<file path="src/rtl/gemm_arb_pkg.sv">
// Shared widths, result payload type and matrix element packing for the 2x2 GEMM arbiter.
package gemm_arb_pkg;

    localparam int unsigned N_REQ  = 2;
    localparam int unsigned ELEM_W = 32;
    localparam int unsigned MAT_W  = 128;
    localparam int unsigned ID_W   = 1;

    // Element slot within a packed 128-bit matrix: element k sits at [k*ELEM_W +: ELEM_W]
    localparam int unsigned M00_IDX = 0;
    localparam int unsigned M01_IDX = 1;
    localparam int unsigned M10_IDX = 2;
    localparam int unsigned M11_IDX = 3;

    typedef struct packed {
        logic [ID_W-1:0]  id;
        logic [MAT_W-1:0] data;
    } resp_t;

    localparam int unsigned RESP_W = $bits(resp_t);

    function automatic logic [ELEM_W-1:0] get_elem(input logic [MAT_W-1:0] m, input int unsigned idx);
        return m[idx*ELEM_W +: ELEM_W];
    endfunction

endpackage

</file>
<file path="src/rtl/gemm_arb_fifo.sv">
// Result FIFO: registered storage, head visible the cycle after the first push.
module gemm_arb_fifo #(
    parameter int unsigned DEPTH = 8,
    parameter int unsigned W     = 129
) (
    input  logic                       clk,
    input  logic                       rst,
    input  logic                       push,
    input  logic [W-1:0]               push_data,
    input  logic                       pop,
    output logic                       valid,
    output logic [W-1:0]               rd_data,
    output logic [$clog2(DEPTH+1)-1:0] count
);

    localparam int unsigned CNT_W = $clog2(DEPTH + 1);
    localparam int unsigned PTR_W = (DEPTH > 1) ? $clog2(DEPTH) : 1;

    logic [W-1:0]     mem [DEPTH];
    logic [PTR_W-1:0] wr_ptr;
    logic [PTR_W-1:0] rd_ptr;
    logic             full;
    logic             do_push;
    logic             do_pop;

    // Pointers wrap at DEPTH, which need not be a power of two
    function automatic logic [PTR_W-1:0] ptr_inc(input logic [PTR_W-1:0] p);
        return (p == PTR_W'(DEPTH - 1)) ? '0 : p + PTR_W'(1);
    endfunction

    always_comb begin
        full    = (count == CNT_W'(DEPTH));
        valid   = (count != '0);
        do_push = push && !full;
        do_pop  = pop && valid;
        rd_data = valid ? mem[rd_ptr] : '0;
    end

    always_ff @(posedge clk or negedge rst) begin
        if (!rst) begin
            wr_ptr <= '0;
            rd_ptr <= '0;
            count  <= '0;
        end else begin
            a_no_overflow: assert (!(push && full));
            if (do_push) wr_ptr <= ptr_inc(wr_ptr);
            if (do_pop)  rd_ptr <= ptr_inc(rd_ptr);
            case ({do_push, do_pop})
                2'b10:   count <= count + CNT_W'(1);
                2'b01:   count <= count - CNT_W'(1);
                default: count <= count;
            endcase
        end
    end

    always_ff @(posedge clk) begin
        if (do_push) mem[wr_ptr] <= push_data;
    end

endmodule

</file>
<file path="src/rtl/gemm_arb_2x2.sv">
// Two-requester round-robin front end for an external fixed-latency 2x2 GEMM pipeline,
// with credit-based issue and an in-order result FIFO.
module gemm_arb_2x2
    import gemm_arb_pkg::*;
#(
    parameter int unsigned LAT        = 6,
    parameter int unsigned FIFO_DEPTH = 8
) (
    input  logic             clk,
    input  logic             rst,
    input  logic [N_REQ-1:0] req_valid,
    output logic [N_REQ-1:0] req_ready,
    input  logic [MAT_W-1:0] req_a0,
    input  logic [MAT_W-1:0] req_b0,
    input  logic [MAT_W-1:0] req_a1,
    input  logic [MAT_W-1:0] req_b1,
    output logic [MAT_W-1:0] dp_a,
    output logic [MAT_W-1:0] dp_b,
    input  logic [MAT_W-1:0] dp_out,
    output logic             resp_valid,
    input  logic             resp_ready,
    output logic             resp_id,
    output logic [MAT_W-1:0] resp_data,
    output logic             busy
);

    localparam int unsigned CNT_W = $clog2(FIFO_DEPTH + 1);
    localparam int unsigned SUM_W = CNT_W + 1;

    logic              rr;
    logic [LAT-1:0]    trk_valid;
    logic [LAT-1:0]    trk_id;
    logic [CNT_W-1:0]  inflight;
    logic [CNT_W-1:0]  fifo_count;
    logic              credit;
    logic              grant0;
    logic              grant1;
    logic              issue;
    logic              issue_id;
    logic              mature;
    resp_t             push_entry;
    resp_t             head;
    logic [RESP_W-1:0] head_bits;

    // Credit covers every job issued but not yet popped; a same-cycle pop is not counted back
    always_comb begin
        inflight  = CNT_W'($countones(trk_valid));
        credit    = rst && ((SUM_W'(inflight) + SUM_W'(fifo_count)) < SUM_W'(FIFO_DEPTH));
        grant0    = credit && req_valid[0] && (!req_valid[1] || !rr);
        grant1    = credit && req_valid[1] && (!req_valid[0] ||  rr);
        req_ready = {grant1, grant0};
        issue     = grant0 || grant1;
        issue_id  = grant1;
        dp_a      = '0;
        dp_b      = '0;
        if (grant0) begin
            dp_a = req_a0;
            dp_b = req_b0;
        end else if (grant1) begin
            dp_a = req_a1;
            dp_b = req_b1;
        end
    end

    // Round-robin pointer prefers the requester not served last
    always_ff @(posedge clk or negedge rst) begin
        if (!rst) begin
            rr <= 1'b0;
        end else if (issue) begin
            rr <= ~issue_id;
        end
    end

    // Tracker: bit LAT-1 lines up with dp_out for the job issued LAT cycles ago
    always_ff @(posedge clk or negedge rst) begin
        if (!rst) begin
            trk_valid <= '0;
            trk_id    <= '0;
        end else begin
            trk_valid <= LAT'({trk_valid, issue});
            trk_id    <= LAT'({trk_id, issue_id});
        end
    end

    always_comb begin
        mature          = trk_valid[LAT-1];
        push_entry.id   = trk_id[LAT-1];
        push_entry.data = dp_out;
        head            = resp_t'(head_bits);
        resp_id         = head.id;
        resp_data       = head.data;
        busy            = (inflight != '0) || (fifo_count != '0);
    end

    gemm_arb_fifo #(
        .DEPTH (FIFO_DEPTH),
        .W     (RESP_W)
    ) u_fifo (
        .clk       (clk),
        .rst       (rst),
        .push      (mature),
        .push_data (push_entry),
        .pop       (resp_valid && resp_ready),
        .valid     (resp_valid),
        .rd_data   (head_bits),
        .count     (fifo_count)
    );

endmodule
</file>
<file path="config.mk">
export PLATFORM = sky130hd
export DESIGN_NAME = gemm_arb_2x2
export DESIGN_NICKNAME = d
export VERILOG_FILES = /design/src/rtl/gemm_arb_pkg.sv /design/src/rtl/gemm_arb_fifo.sv /design/src/rtl/gemm_arb_2x2.sv
export SDC_FILE = /design/constraint.sdc
export NUM_CORES = 1
export LEC_CHECK = 0
export BUFFER_PORTS_ARGS = -buffer_cell sky130_fd_sc_hd__buf_2
export CAP_MARGIN = 20
export CELL_PAD_IN_SITES_DETAIL_PLACEMENT = 0
export CELL_PAD_IN_SITES_GLOBAL_PLACEMENT = 1
export CORE_AREA = 10 10 399 401
export CTS_CLUSTER_SIZE = 25
export DETAILED_ROUTE_END_ITERATION = 8
export DIE_AREA = 0 0 409 411
export PLACE_DENSITY_LB_ADDON = 0.25
export SYNTH_ARGS = -nofsm -noshare
export SYNTH_HDL_FRONTEND = slang
export SYNTH_HIERARCHICAL = 1
export SYNTH_SLANG_ARGS = --single-unit
</file>
<file path="constraint.sdc">
create_clock -name clk -period 27.3 [get_ports clk]
set_clock_uncertainty 0.05 [all_clocks]
set_input_delay 2.73 -clock clk [delete_from_list [all_inputs] [get_ports clk]]
set_output_delay 2.73 -clock clk [all_outputs]
set_load 0.01 [all_outputs]
</file>
==> metrics.cfg <==
[sta]
finalCritPeriodShare_pct = 37.21
setup_ws_ns = 17.14
worst_slew_pin_slew_ns = 1.068
slew_headroom_pct = 28.83
finalHoldViolations = 0
fin_crit_ns = 10.16
setup_tns_ns = 0
setup_viol = 0
rsz0062_at_grt = no
max_freq_mhz = 98.43
slew_violations = 0

[critical_path]
cp_common_cell = buf_4
slowest_stage = buf_4
startpoint_type = flop
crit_path_max_incr_delay_ns = 0.87
cp.arrival_ns = 7.38
cp_max_fo = 75
path_class = reg -> out
endpoint_kind = output port
crit_required_ns = 24.52
crit_chain = fa_1 > inv_1 > fa_1 > inv_1 > ha_1 > fa_1 > ha_1 > a31oi_1 > o211ai_4 > buf_4 > buf_4 > buf_4 > buf_4 > a21oi_1 > buf_2

[final_layout]
drive_gt1_share_pct = 41.73
stdcell_count = 5772
postLayoutCoreUtil_pct = 36.49
area_growth_pct = 22.93
num-nets-final = 4267

[power]
p_switching_mw = 1.920
power_frac_comb_pct = 36.6
p_leak_nw = 19.94
internal_power_mw = 3.420
ir_drop_uv = 67.40
power_density_nw_per_um2 = 96.79
finalPower_mw = 5.339
sw_frac_of_total_pct = 35.95
clkPwrFrac_pct = 25.8
p_seq_share_pct = 37.6

[placement]
dp_cells = 5530
pre_cts_ws_ns = 17.58
routabilityCongestion = 1.127
dp_hpwl_um = 181200
io_buffer_count = 1033

[routing]
drt-vias-per-instance = 5.190
wl_met1_um = 94980
vias = 29960
top_layer_used = met5
wl_met3_um = 27670
drt_iter0_drc = 3263
drtPass1Iterations = 7
drc = 0
post_drt_wl_per_cell_um = 40.48
wirelength_um = 233700
ant_nets = 0
dr_wl_met2_um = 103100

[floorplan]
coreArea_um2 = 151200
num_io_pins = 1034
rows = 143
initial_core_util_pct = 29.68
die_w_um = 409
dieArea_um2 = 168100
die_y_um = 411

[clock_tree]
cts_tree = yes
cts_buffer_depth = 3
clkTransAtPathRegs_ns = 0.06
cts_buffers = 107
clock_latency_ns = 0.71
root_buffer = clkbuf_16
clkSinkCount = 1055
post_cts_resize_count = 0
cts_htree_levels = 3
cts_setup_buffers = 0
hold_buffers = 0

[grt]
grt_first_pass_wirelength_um = 298800
grt_max_degree = 162
antenna_found_initial = 236
first_global_vias = 29480
grt-ovfl-total = 0
grt_util_all_layers_pct = 26.74

[run]
drv_cap = 0

[min_path]
min_path_type = reg -> reg

[synthesis]
syn_inst = 2625
synth_seq_cells = 1055
synth.avg_cell_area_um2 = 17.10
yosysWarnings = 6
syn-cell-area_um2 = 44880
synth_cell_types = 44
synthesis.nets = 3283
synth_seq_area_share_pct = 70.34

[outcome]
outcome = completed

[cell usage after synthesis, drive strengths merged]
cell type | instances | area, µm²
nand3 | 256 | 1431
a21oi | 258 | 1363
mux2i | 129 | 1291
nor2 | 139 | 521.8
nor3b | 1 | 7.510
a21bo | 1 | 10.01
or2 | 1 | 6.260
mux4 | 258 | 5811
mux2 | 3 | 33.78
a31oi | 1 | 6.260
nand2 | 261 | 979.7
buf | 180 | 1285
fa | 3 | 60.06
edfxtp | 1032 | 30990
nand3b | 1 | 7.510
o211ai | 1 | 12.51
a211o | 1 | 8.760
and2 | 1 | 6.260
nand2b | 6 | 37.54
o2bb2ai | 1 | 8.760
inv | 10 | 37.53
a21o | 2 | 15.01
a21boi | 1 | 11.26
xor2 | 3 | 26.28
o41ai | 1 | 8.760
ha | 10 | 125.1
dfrtp | 23 | 575.6
nor3 | 7 | 35.03
xnor2 | 2 | 17.52
o21ai | 2 | 10.01
a41oi | 1 | 8.760
nor4 | 3 | 25.02
clkbuf | 25 | 93.84
o2111ai | 1 | 8.760
[sequential cells by signal, indices dropped and copies added (netlist names)]
name and count:
rr 1, trk_id 6, trk_valid 6, u_fifo/count 4
u_fifo/mem 1032, u_fifo/rd_ptr 3, u_fifo/wr_ptr 3
[routing by layer]
layer,GRT usage [%],up-vias
met5,0,-
met4,6.876,134
met3,11.92,518
met2,40.12,1616
met1,35.16,15340
li1,-,12350
[cells in the final DEF, fill, tap and decap left out, types with 19 or more instances in the layout]
master and instances:
buf_4 40, diode_2 44, clkinv_1 38, nand3_1 226
a21oi_2 19, a21oi_1 239, nor2_1 136, clkbuf_16 107
nand2_1 261, buf_2 1032, mux2i_1 129, clkbuf_1 23
edfxtp_1 1032, mux4_2 258, dfrtp_1 20, nand3_2 30
[final cells by class]
class                      count  area [µm²]
inverter                      10       37.54
multi-input combinational   1355       12010
clock buffer                 130        2764
tap                         2030        2540
timing repair buffer        1080        5620
antenna                       44       110.1
fill                       14660       96020
sequential                  1055       31580
clock inverter                68       504.2
[cell families after synthesis]
family                     Yosys count  share of synthesized area [%]
xor gates and xnor gates             5                        0.09760
muxes                              390                          15.90
adders and majority gates           13                         0.4127
DFF                               1055                          70.34
and+or+nand+nor                    676                          6.814
buffers and inverters              215                          3.156
AOI/OAI and AO/OA                  271                          3.279
[per-stage QoR]
step	cell area, µm²	hold slack [ns]
3_5_place_dp	51790	0.2864
5_1_grt	55090	0.3070
3_3_place_gp	51790	0.2857
6_report	55160	0.2994
4_1_cts	55050	0.3020
2_1_floorplan	44880	0.2812
[critical path: cells and delay by family, from the launching register on]
family	cells	cell delay [ns]
buf+inv	7	3.38
fa+ha+maj	5	1.98
compound gates	3	0.75
flops	1	0.40
[final timing paths]
kind	start	to	slack, ns	depth (start not counted)
worst max-delay path	trk_valid[0]	dp_b[101]	17.14	15
worst max register to register	u_fifo/count[2]	u_fifo/count[2]	23.40	13
worst min-delay path	trk_id[3]	trk_id[4]	0.30	0
min in group asynchronous	rst	u_fifo/wr_ptr[2]	1.95	1
worst min register to register	trk_id[3]	trk_id[4]	0.30	0
max in group asynchronous	rst	u_fifo/rd_ptr[1]	24.83	1
[power by group through the flow]
stage	combinational, mW	clock [mW]	sequential, mW
finish	1.96	1.38	2.01
global route	2.09	1.48	2.02
CTS	2.00	1.41	2.01
detailed placement	2.00	0	2.05
global placement	2.01	0	2.04
floorplan	1.23	0	2.01
No activity file was read; power rests on OpenSTA's default activity.
